===== src/rtl/fp_sum_initiator_pkg.sv =====
// Shared definitions for the FP sum initiator: word format constants and the
// state encoding of its control FSM.
package fp_sum_initiator_pkg;

  localparam int              FP_W        = 32;
  localparam logic [FP_W-1:0] FP_POS_ZERO = 32'h0000_0000;

  typedef enum logic [2:0] {
    ST_IDLE      = 3'd0,
    ST_WAIT_IN   = 3'd1,
    ST_WAIT_DONE = 3'd2,
    ST_RELEASE   = 3'd3,
    ST_OUT       = 3'd4
  } state_e;

endpackage


===== src/rtl/fp_sum_initiator_watchdog.sv =====
// Cycle watchdog for an outstanding adder request: counts while enabled and
// flags expiry once TIMEOUT-1 cycles have elapsed since the last clear.
module fp_sum_initiator_watchdog #(
  parameter int TIMEOUT = 64
) (
  input  logic clk,
  input  logic reset_n,
  input  logic clear,
  input  logic count_en,
  output logic expired
);

  localparam int               CNT_W = (TIMEOUT > 2) ? $clog2(TIMEOUT) : 1;
  localparam logic [CNT_W-1:0] LAST  = CNT_W'(TIMEOUT - 1);

  logic [CNT_W-1:0] count_q;
  logic [CNT_W-1:0] count_d;

  // Next count: clear wins, otherwise count up and saturate at the expiry value.
  always_comb begin
    count_d = count_q;
    if (clear) begin
      count_d = {CNT_W{1'b0}};
    end else if (count_en && (count_q != LAST)) begin
      count_d = count_q + CNT_W'(1);
    end else begin
      count_d = count_q;
    end
  end

  // Counter register.
  always_ff @(posedge clk or negedge reset_n) begin
    if (!reset_n) begin
      count_q <= {CNT_W{1'b0}};
    end else begin
      count_q <= count_d;
    end
  end

  assign expired = (count_q == LAST);

endmodule


===== src/rtl/fp_sum_initiator.sv =====
// Streams N single-precision words through an external enable/done adder,
// accumulating the running sum, and emits one sum (or a timeout error) per job.
module fp_sum_initiator
  import fp_sum_initiator_pkg::*;
#(
  parameter int LEN_W   = 8,
  parameter int TIMEOUT = 64
) (
  input  logic             clk,
  input  logic             reset_n,
  input  logic             start,
  input  logic [LEN_W-1:0] len,
  output logic             busy,
  input  logic             in_valid,
  input  logic [FP_W-1:0]  in_data,
  output logic             in_ready,
  output logic             fpu_enable,
  output logic [FP_W-1:0]  fpu_dataa,
  output logic [FP_W-1:0]  fpu_datab,
  input  logic [FP_W-1:0]  fpu_result,
  input  logic             fpu_done,
  output logic             sum_valid,
  output logic [FP_W-1:0]  sum_data,
  output logic             error
);

  state_e            state_q,      state_d;
  logic              busy_q,       busy_d;
  logic              in_ready_q,   in_ready_d;
  logic              fpu_enable_q, fpu_enable_d;
  logic [FP_W-1:0]   dataa_q,      dataa_d;
  logic [FP_W-1:0]   datab_q,      datab_d;
  logic [FP_W-1:0]   acc_q,        acc_d;
  logic [LEN_W-1:0]  rem_q,        rem_d;
  logic              error_q,      error_d;
  logic              sum_valid_q,  sum_valid_d;
  logic [FP_W-1:0]   sum_data_q,   sum_data_d;
  logic              wd_clear;
  logic              wd_count;
  logic              wd_expired;

  fp_sum_initiator_watchdog #(
    .TIMEOUT (TIMEOUT)
  ) u_watchdog (
    .clk      (clk),
    .reset_n  (reset_n),
    .clear    (wd_clear),
    .count_en (wd_count),
    .expired  (wd_expired)
  );

  // Next-state and datapath decode for the job FSM.
  always_comb begin
    state_d      = state_q;
    busy_d       = busy_q;
    fpu_enable_d = fpu_enable_q;
    dataa_d      = dataa_q;
    datab_d      = datab_q;
    acc_d        = acc_q;
    rem_d        = rem_q;
    error_d      = error_q;
    sum_valid_d  = 1'b0;
    sum_data_d   = sum_data_q;
    wd_clear     = 1'b0;
    wd_count     = 1'b0;

    case (state_q)
      ST_IDLE: begin
        // busy still high here means this is the sum_valid/error cycle.
        if (busy_q) begin
          busy_d = 1'b0;
        end else if (start) begin
          busy_d  = 1'b1;
          rem_d   = len;
          acc_d   = FP_POS_ZERO;
          error_d = 1'b0;
          state_d = (len == {LEN_W{1'b0}}) ? ST_OUT : ST_WAIT_IN;
        end else begin
          busy_d = 1'b0;
        end
      end
      ST_WAIT_IN: begin
        if (in_valid) begin
          datab_d      = in_data;
          dataa_d      = acc_q;
          fpu_enable_d = 1'b1;
          wd_clear     = 1'b1;
          state_d      = ST_WAIT_DONE;
        end else begin
          state_d = ST_WAIT_IN;
        end
      end
      ST_WAIT_DONE: begin
        if (fpu_done) begin
          acc_d        = fpu_result;
          fpu_enable_d = 1'b0;
          rem_d        = rem_q - LEN_W'(1);
          state_d      = ST_RELEASE;
        end else if (wd_expired) begin
          fpu_enable_d = 1'b0;
          error_d      = 1'b1;
          state_d      = ST_IDLE;
        end else begin
          wd_count = 1'b1;
        end
      end
      ST_RELEASE: begin
        if (!fpu_done) begin
          state_d = (rem_q == {LEN_W{1'b0}}) ? ST_OUT : ST_WAIT_IN;
        end else begin
          state_d = ST_RELEASE;
        end
      end
      ST_OUT: begin
        sum_valid_d = 1'b1;
        sum_data_d  = acc_q;
        state_d     = ST_IDLE;
      end
      default: begin
        fpu_enable_d = 1'b0;
        busy_d       = 1'b0;
        state_d      = ST_IDLE;
      end
    endcase

    in_ready_d = (state_d == ST_WAIT_IN);
  end

  // State and registered outputs.
  always_ff @(posedge clk or negedge reset_n) begin
    if (!reset_n) begin
      state_q      <= ST_IDLE;
      busy_q       <= 1'b0;
      in_ready_q   <= 1'b0;
      fpu_enable_q <= 1'b0;
      dataa_q      <= FP_POS_ZERO;
      datab_q      <= FP_POS_ZERO;
      acc_q        <= FP_POS_ZERO;
      rem_q        <= {LEN_W{1'b0}};
      error_q      <= 1'b0;
      sum_valid_q  <= 1'b0;
      sum_data_q   <= FP_POS_ZERO;
    end else begin
      state_q      <= state_d;
      busy_q       <= busy_d;
      in_ready_q   <= in_ready_d;
      fpu_enable_q <= fpu_enable_d;
      dataa_q      <= dataa_d;
      datab_q      <= datab_d;
      acc_q        <= acc_d;
      rem_q        <= rem_d;
      error_q      <= error_d;
      sum_valid_q  <= sum_valid_d;
      sum_data_q   <= sum_data_d;
    end
  end

  assign busy       = busy_q;
  assign in_ready   = in_ready_q;
  assign fpu_enable = fpu_enable_q;
  assign fpu_dataa  = dataa_q;
  assign fpu_datab  = datab_q;
  assign sum_valid  = sum_valid_q;
  assign sum_data   = sum_data_q;
  assign error      = error_q;

endmodule


===== config.mk =====
export PLATFORM = sky130hd
export DESIGN_NAME = fp_sum_initiator
export DESIGN_NICKNAME = d
export VERILOG_FILES = /design/src/rtl/fp_sum_initiator_pkg.sv /design/src/rtl/fp_sum_initiator_watchdog.sv /design/src/rtl/fp_sum_initiator.sv
export SDC_FILE = /design/constraint.sdc
export NUM_CORES = 1
export LEC_CHECK = 0
export ABC_AREA = 1
export BUFFER_PORTS_ARGS = -buffer_cell sky130_fd_sc_hd__buf_2
export CAP_MARGIN = 20
export CELL_PAD_IN_SITES_DETAIL_PLACEMENT = 1
export CELL_PAD_IN_SITES_GLOBAL_PLACEMENT = 1
export CORE_MARGIN = 4
export CORE_UTILIZATION = 39
export DETAILED_ROUTE_END_ITERATION = 6
export HOLD_SLACK_MARGIN = 0.15
export PLACE_DENSITY_LB_ADDON = 0.1
export SYNTH_ARGS = -nofsm -noshare
export SYNTH_HDL_FRONTEND = slang
export SYNTH_SLANG_ARGS = --single-unit
export TNS_END_PERCENT = 10

===== constraint.sdc =====
create_clock -name clk -period 1.7 [get_ports clk]
set_input_delay 0.085 -clock clk [delete_from_list [all_inputs] [get_ports clk]]
set_output_delay 0.085 -clock clk [all_outputs]
set_load 0.005 [all_outputs]

## Word level (Yosys, flattened, before mapping)

Cells that the tools add are included.

- Logic and storage cells: 78
- Memories kept: 0
- Input port bits: 77
- Latch bits: 0
- Memory bits (writable): 0
- Bits in registers: 150
- ROM bits: 0

- Magnitude comparators: 0
- Div/mod/pow operators: 0
- Bitwise operators: 1
- Reduce and logical (&&, ||, !) cells: 12
- Equality and inequality tests: 14
- Multiplexer cells: 37
- $mul: 0
- Add/subtract/negate cells: 2
- Shift-type cells: 0

Operators with widths:

| operator | count |
|---|---|
| 2-to-1 mux 32 bit | 3 |
| case mux 32 bit (2 select lines) | 1 |
| 2-to-1 mux 8 bit | 3 |
| 2-to-1 mux 3 bit | 7 |
| zero test 8 bit | 2 |
| case mux 8 bit (2 select lines) | 1 |
| 2-to-1 mux 1 bit | 15 |
| 2-to-1 mux 6 bit | 2 |
| case mux 3 bit (4 select lines) | 1 |
| != test 2 bit (second input constant) | 5 |
| subtractor 8 x 1 -> 8 bit (second input constant) | 1 |
| adder 6 x 1 -> 6 bit (second input constant) | 1 |
| equality test 3 x 1 -> 1 bit (second input constant) | 2 |
| equality test 3 x 2 -> 1 bit (second input constant) | 2 |
| equality test 6 bit (second input constant) | 1 |
| != test 6 bit (second input constant) | 1 |
| AND reduction 5 bit | 1 |
| case mux 1 bit (2 select lines) | 2 |
| AND reduction 4 bit | 1 |
| nonzero test 2 bit | 2 |
| OR reduction 4 bit | 1 |
| equality test 3 bit (second input constant) | 1 |
| zero test 3 bit | 1 |
| != test 3 x 2 -> 1 bit (second input constant) | 1 |
| other kinds (8) | 8 |

## Longest topological paths before layout

Gate-level depths: netlist of the first run.

- Depth after elaboration: 7
- Mapped depth: 9
- Gate-level depth less buffers: 9

## By module

A second synthesis of the first run with hierarchy kept.

- Cells, all modules: 685
- Area total of the unflattened synthesis: 6,162.2 um^2

By module, submodules not included:

| module | instances | seq. area each (um^2) | cells an instance | area each (um^2) |
|---|---|---|---|---|
| fp_sum_initiator | 1 | 3,603.5 | 632 | 5,763.0 |
| fp_sum_initiator_watchdog | 1 | 150.1 | 53 | 399.1 |

## Least setup slack after synthesis of the first run

Ideal clock, no wire load.

- Kind: flip-flop to flip-flop
- Start point: reg u_watchdog.count_q[0]
- End point: reg u_watchdog.count_q[5]
- Cell stages (with the launch flop): 9
- Required time: 1.582 ns
- Arrival time: 1.280 ns
- Setup slack: 0.303 ns
- Period minus slack after synthesis: 1.397 ns
- Cells stage by stage: dfrtp_1 > ha_1 > nand2_1 > nor2_1 > nand3_1 > nand3_1 > inv_1 > nand3_1 > nand2_1

- Word-level cells in the longest chain between the ends: 6
- Elaborated cells between the ends (all ways): 10
- Those cells by class: add/sub (1); eq/ne (2); mux (5); reduce/logical (2)

Ends and longest elaborated chain:

| what | RTL line | source |
|---|---|---|
| start, declared | fp_sum_initiator_watchdog.sv:16 | `logic [CNT_W-1:0] count_q;` |
| start signal, assigned | fp_sum_initiator_watchdog.sv:34 | `count_q <= {CNT_W{1'b0}};` |
| start signal, assigned | fp_sum_initiator_watchdog.sv:36 | `count_q <= count_d;` |
| branches (longest 6 deep; another with adder 6 x 1 -> 6 bit) | n/a |  |

Parallel ways; which one is timed is not known. The select of a mux whose other input is x is not followed.
A chain may end at the register's enable or synchronous reset.

## Worst setup path in the final report of the first run

- Start point: reg state_q[2]
- End point: reg datab_q[17] (netlist: fpu_datab[17])

- Word-level cells in the longest chain between the ends: 2

Ends and longest elaborated chain:

| what | RTL line | source |
|---|---|---|
| start, declared | fp_sum_initiator.sv:27 | `state_e state_q, state_d;` |
| start signal, assigned | fp_sum_initiator.sv:144 | `state_q <= state_d;` |
| equality test 3 x 1 -> 1 bit | fp_sum_initiator.sv:67 | `case (state_q)` |
| AND reduction 2 bit (no source line) | n/a |  |
| end signal, assigned | fp_sum_initiator.sv:149 | `datab_q <= datab_d;` |
| end, declared | fp_sum_initiator.sv:32 | `logic [FP_W-1:0] datab_q, datab_d;` |

No other way between the ends.

==> out/metrics.yaml, run 1 <==
reg2reg_from: "state_q[2]"
cts_made_buffers: 17
leakagePower_nw: 4.54
yosysTopAreaCellShare_pct: 60.8
ant_nets: 0
yosys-top-cells-area: "dfrtp_1, o21ai_0, nand2_1"
drt-vias-per-instance: 4.82
die_x_um: 134
layout_min_cycle_time_ns: 1.65
first_pass_iters: 4
fmax_mhz: 607
syn_nets: 682
drt_iter0_drc: 224
die_h_um: 134
route.detailed.drc: 0
cts-root-buf: "clkbuf_16"
setup_violations: 0
wl_mm: 19.0
clk_latency_ns: 0.42
maxSlewHeadroom_pct: 67.7
yosysMostFrequentCell: "dfrtp_1"
tightest_slew_ns: 0.484
synthFlopType: "dfrtp_1"
grt_max_degree: 67
vias: 5263
gp_congestion: 0.858
synthTopCellsByCount: "dfrtp_1, nand2_1, o21ai_0, nand3_1, inv_1"
crit_buf_inv: 2
ys_types: 27
die-area_sq_um: 17900
routedWlPerCell_um: 17.4
io_pins: 178
yosysWarnings: 0
worstSetupEndpointType: "register"
yosys.area.top_type: "dfrtp_1"
drive_gt1_share_pct: 31.2
r2r_slack_ns: 0.05
cap_violations: 0
portBuffers: 177
min_path_type: "primary input to asynchronous set/reset pin"
grt_setup_unrepaired: "yes"
std_cell_rows: 45
dpl_cell_area_sq_um: 7390
peakVddDrop_v: 0.000873
post-route-period-util_pct: 96.8
avgSynthCellArea_sq_um: 10.2
status: "complete, no violations"
cp_top_family: "flip-flops"
slowest_stage: "dfrtp_1"
critical_path_class: "register to register"
async_flop_share_pct: 100
finalHoldViolations: 0
critPathLaunchType: "register"
synth-seq-cells: 150
path_clk_slew_ns: 0.06
h-tree-depth: 4
postSynthCellCount: 602
coreArea_sq_um: 15400
grt_util_all_layers_pct: 21.6
nets: 946
cellPowerDensity_nw_per_um2: 1580
fin_tns_setup_ns: 0
worst_ep_required_time_ns: 2.00
cts_sinks: 150
grt-ovfl-total: 0
dp_hpwl_mm: 12.2
finalMaxSlewViolations: 0
critPathMaxStageDelay_ns: 0.42
cp_max_fo: 38
fin_skew_ns: 0.00991
syn_area_sq_um: 6170
critPathLaunch: "state_q[2]"
ys_seq_area_share_pct: 60.8
antenna_found_initial: 2
synth_edf_count: 0
stdcell_area_sq_um: 8820
syn2layout_area_growth_pct: 42.9
num-fill-cells: 1719
grt_pass1_vias: 5919
start_util_pct: 40.1
crit_chain: "inv_2 -> nand2_1 -> nor2_2 -> nand2_4 -> buf_12 -> mux2_4"
grt_pass1_wl_mm: 30.6
critical_path_arrival_ns: 1.95
clock_path_buffers: 2
cts_tree: "done"
report_power, final:
part | total [mW] | switching, mW | leakage (nW) | internal (mW)
logic | 4.78 | 2.56 | 2.28 | 2.23
registers | 5.30 | 0.649 | 1.97 | 4.65
clock network | 3.84 | 1.52 | 0.286 | 2.31
what timing repair did:
action / 4_1_cts / 5_1_grt
endpoints found under the hold margin: 230 / 0
gates resized for setup: 0 / 6
endpoints found under the setup margin: 0 / 18
hold buffers: 77 / 0
buffers inserted: 0 / 4
metal layers:
layer | routed length (um) | global-route usage (%) | vias up
met1 | 7810 | 25.3 | 2600
met5 | 0 | 0 | -
li1 | - | - | 2493
met4 | 505 | 8.51 | 0
met3 | 961 | 5.21 | 36
met2 | 9690 | 38.3 | 134
cells in the final DEF (no fill, tap or decap), drive strengths merged:
master and count:
dfrtp 150, o31ai 1, o21ai 112, nor3 2, ha 3, clkinv 6, nor2 24, bufinv 3
mux2 32, inv 61, or2 3, nand4 1, dlygate4sd3 77, clkinvlp 4, clkbuf 17, xnor2 1
buf 197, xor2 3, diode 2, nand2 122, nand3b 1, nand3 59
state kept, by name (all words and copies together), names as in the netlist:
| name | cells |
|---|---|
| sum_valid | 1 |
| u_watchdog.count_q | 6 |
| fpu_datab | 32 |
| fpu_enable | 1 |
| fpu_dataa | 32 |
| in_ready | 1 |
| state_q | 3 |
| error | 1 |
| acc_q | 32 |
| busy | 1 |
| rem_q | 8 |
| sum_data | 32 |
stage by stage:
step                      instances  utilization, %  hold WS (ns)  setup slack [ns]  power (mW)
after global routing           1092            57.4         0.221           -0.0366        14.8
after CTS                      1086            57.0         0.187            0.0266        13.9
after global placement          977            48.1        0.0654             0.126        9.60
final                          1092            57.4         0.178            0.0538        13.9
after detailed placement        977            48.1        0.0657            0.0645        9.84
after floorplan                 602               -        -0.211             0.303        7.86
worst reg2reg max path, delay by kind of cell (launching register included):
kind          cells  cell delay [ns]
mux               1             0.37
buf+inv           2             0.34
flops             1             0.42
simple gates      3             0.41
final timing paths:
check | to | cells past startpoint
min in group clk | fpu_datab[5] | 3
max in group asynchronous | sum_data[31] | 3
hold / removal | acc_q[6] | 2
setup / recovery | fpu_datab[17] | 6
setup reg to reg | fpu_datab[17] | 6
hold reg to reg | fpu_dataa[12] | 2
cells by family after synthesis:
| kind of cell | share of synthesized area, % |
|---|---|
| buffers and inverters | 6.33 |
| flip-flops | 60.8 |
| AND/OR/NAND/NOR | 14.8 |
| AO/OA/AOI/OAI | 9.21 |
| adder cells (fa/ha/maj) | 0.608 |
| multiplexers | 7.60 |
| XOR/XNOR | 0.568 |
layout make-up:
class,instances,area (sq um),area share (%)
flip-flops and latches,150,3750,42.6
multi-input cells,364,2040,23.2
repair buffers,274,1930,21.8
clock inverters,15,179,2.03
diodes,2,5.00,0.0568
well taps,211,264,2.99
inverters,59,221,2.51
clock buffers,17,425,4.82
Note: power is estimated with default switching activity, not from simulation.
==> run 2: changes to the inputs <==
MAX_ROUTING_LAYER = met4   (was unset)
==> run 2 against run 1 <==
  * Critical path depth did not move
  * Setup slack better by 0.0075 ns
  * Design area is the same
  * Critical path type unchanged
  * First-iteration DRC count fell by 11%
  * Sequential power hardly changed
  * Sequential share of layout area did not move
  * Clock skew fell by 0.0027 ns
  * Non-clock buffer count unchanged
  * Largest power group unchanged
  * Routed wire length shrank 0.14%
  * Hold slack lost 0.0011 ns
  * Sequential cell count stayed put
==> out/metrics.yaml, run 2 (synthesis gave the netlist of run 1 again) <==
routedWlPerCell_um: 17.3  # was 17.4 um
start_util_pct: 40.1  # unchanged
tightest_slew_ns: 0.485  # was 0.484 ns
portBuffers: 177  # unchanged
peakVddDrop_v: 0.000872  # was 0.000873 V
critical_path_arrival_ns: 1.94  # was 1.95 ns
route.detailed.drc: 0  # unchanged
worst_ep_required_time_ns: 2.00  # about the same
grt_setup_unrepaired: "yes"  # unchanged
cts-root-buf: "clkbuf_16"  # unchanged
post-route-period-util_pct: 96.4  # was 96.8%
h-tree-depth: 4  # unchanged
wl_mm: 18.9  # was 19.0 mm
syn2layout_area_growth_pct: 42.9  # unchanged
grt-ovfl-total: 0  # unchanged
clk_latency_ns: 0.42  # about the same
p_sw_share_pct: 34.0  # about the same
finalMaxSlewViolations: 0  # unchanged
clkPwrFrac_pct: 27.5  # was 27.6%
std_cell_rows: 45  # unchanged
grt_max_degree: 67  # unchanged
r2r_slack_ns: 0.06  # was 0.05 ns
dp_hpwl_mm: 12.2  # unchanged
drive_gt1_share_pct: 31.2  # unchanged
io_pins: 178  # unchanged
coreArea_sq_um: 15400  # unchanged
path_clk_slew_ns: 0.06  # about the same
cts_made_buffers: 17  # unchanged
cap_violations: 0  # unchanged
cellPowerDensity_nw_per_um2: 1580  # about the same
final_common_cell: "buf_2"  # unchanged
nets: 946  # unchanged
grt_pass1_vias: 5901  # was 5919
power_mw: 13.9  # about the same
fmax_mhz: 610  # was 607 MHz
critPathLaunchType: "register"  # unchanged
setup_violations: 0  # unchanged
status: "complete, no violations"  # unchanged
drt_iter0_drc: 200  # was 224
layout_min_cycle_time_ns: 1.64  # was 1.65 ns
cp_max_fo: 38  # unchanged
finalHoldViolations: 0  # unchanged
mostFrequentLayoutCells: "buf_2, dfrtp_1, nand2_1"  # unchanged
grt_util_all_layers_pct: 22.3  # was 21.6%
cts_sinks: 150  # unchanged
first_pass_iters: 4  # unchanged
cts_tree: "done"  # unchanged
min_path_type: "primary input to asynchronous set/reset pin"  # unchanged
gp_congestion: 0.872  # was 0.858
p_seq_share_pct: 38.1  # about the same
p_sw_mw: 4.73  # about the same
ant_nets: 0  # unchanged
antenna_found_initial: 2  # unchanged
critical_path_class: "register to register"  # unchanged
maxSlewHeadroom_pct: 67.7  # about the same
vias: 5271  # was 5263
fin_skew_ns: 0.00720  # was 0.00991 ns
grt_pass1_wl_mm: 30.7  # was 30.6 mm
die_h_um: 134  # unchanged
drt-vias-per-instance: 4.83  # was 4.82
p_int_mw: 9.19  # about the same
fin_tns_setup_ns: 0  # unchanged
num-fill-cells: 1719  # unchanged
leakagePower_nw: 4.54  # unchanged
clock_path_buffers: 2  # unchanged
die_x_um: 134  # unchanged
pwr-share-comb_pct: 34.4  # about the same
die-area_sq_um: 17900  # unchanged
worstSetupEndpointType: "register"  # unchanged
## run 2: cell type report
class | count | area, sq um | area share, %
sequential | 150 | 3750 | 42.6
multi-input combinational | 364 | 2040 | 23.2
timing repair buffer | 274 | 1930 | 21.8
clock buffer | 17 | 425 | 4.82
tap | 211 | 264 | 2.99
inverter | 59 | 221 | 2.51
clock inverter | 15 | 179 | 2.03
antenna | 2 | 5.00 | 0.0568
## run 2: through the flow
| stage | std cells | hold WS, ns | area (sq um) | setup WS, ns | utilization, % |
|---|---|---|---|---|---|
| floorplan | 602 | -0.211 | 6170 | 0.303 | - |
| global placement | 977 | 0.0654 | 7390 | 0.126 | 48.1 |
| detailed placement | 977 | 0.0657 | 7390 | 0.0645 | 48.1 |
| CTS | 1086 | 0.187 | 8760 | 0.0266 | 57.0 |
| global route | 1092 | 0.220 | 8820 | -0.0312 | 57.4 |
| finish | 1092 | 0.177 | 8820 | 0.0613 | 57.4 |
## run 2: path summary, 6_finish.rpt
path / startpoint / cells past startpoint / end
worst min register to register: fpu_enable / 2 / fpu_enable
min in group clk: in_data[5] / 3 / fpu_datab[5]
max in group asynchronous: reset_n / 3 / sum_data[31]
worst max-delay path: state_q[2] / 6 / fpu_datab[12]
worst min-delay path: reset_n / 2 / acc_q[6]
worst max register to register: state_q[2] / 6 / fpu_datab[12]
## run 2: repair_timing
item | CTS | global route
gates resized for setup | 0 | 6
setup endpoints to repair | 0 | 18
hold buffers | 77 | 0
buffers inserted | 0 | 4
hold endpoints to repair | 230 | 0
## run 2: critical path, stage by stage, from the launching register on
cell and delay (ns):
dfrtp_1 0.41, inv_2 0.13, nand2_1 0.11, nor2_2 0.18, nand2_4 0.12, buf_12 0.21, mux2_4 0.33
## run 2: per-layer routing
layer | share of wire (%) | up-vias | global-route usage, % | wire length (um)
li1 | - | 2491 | - | -
met1 | 41 | 2606 | 25.6 | 7760
met2 | 51 | 136 | 38.2 | 9710
met3 | 5.1 | 38 | 5.18 | 959
met4 | 2.7 | 0 | 8.51 | 516
met5 | 0 | - | - | 0
## run 2: power by group through the flow
stage / Combinational, mW / Clock (mW) / Sequential, mW
after global routing: 5.35 / 4.07 / 5.43
after global placement: 4.34 / 0 / 5.26
after floorplan: 2.57 / 0 / 5.29
after detailed placement: 4.52 / 0 / 5.32
final: 4.78 / 3.83 / 5.30
after CTS: 4.71 / 3.91 / 5.28
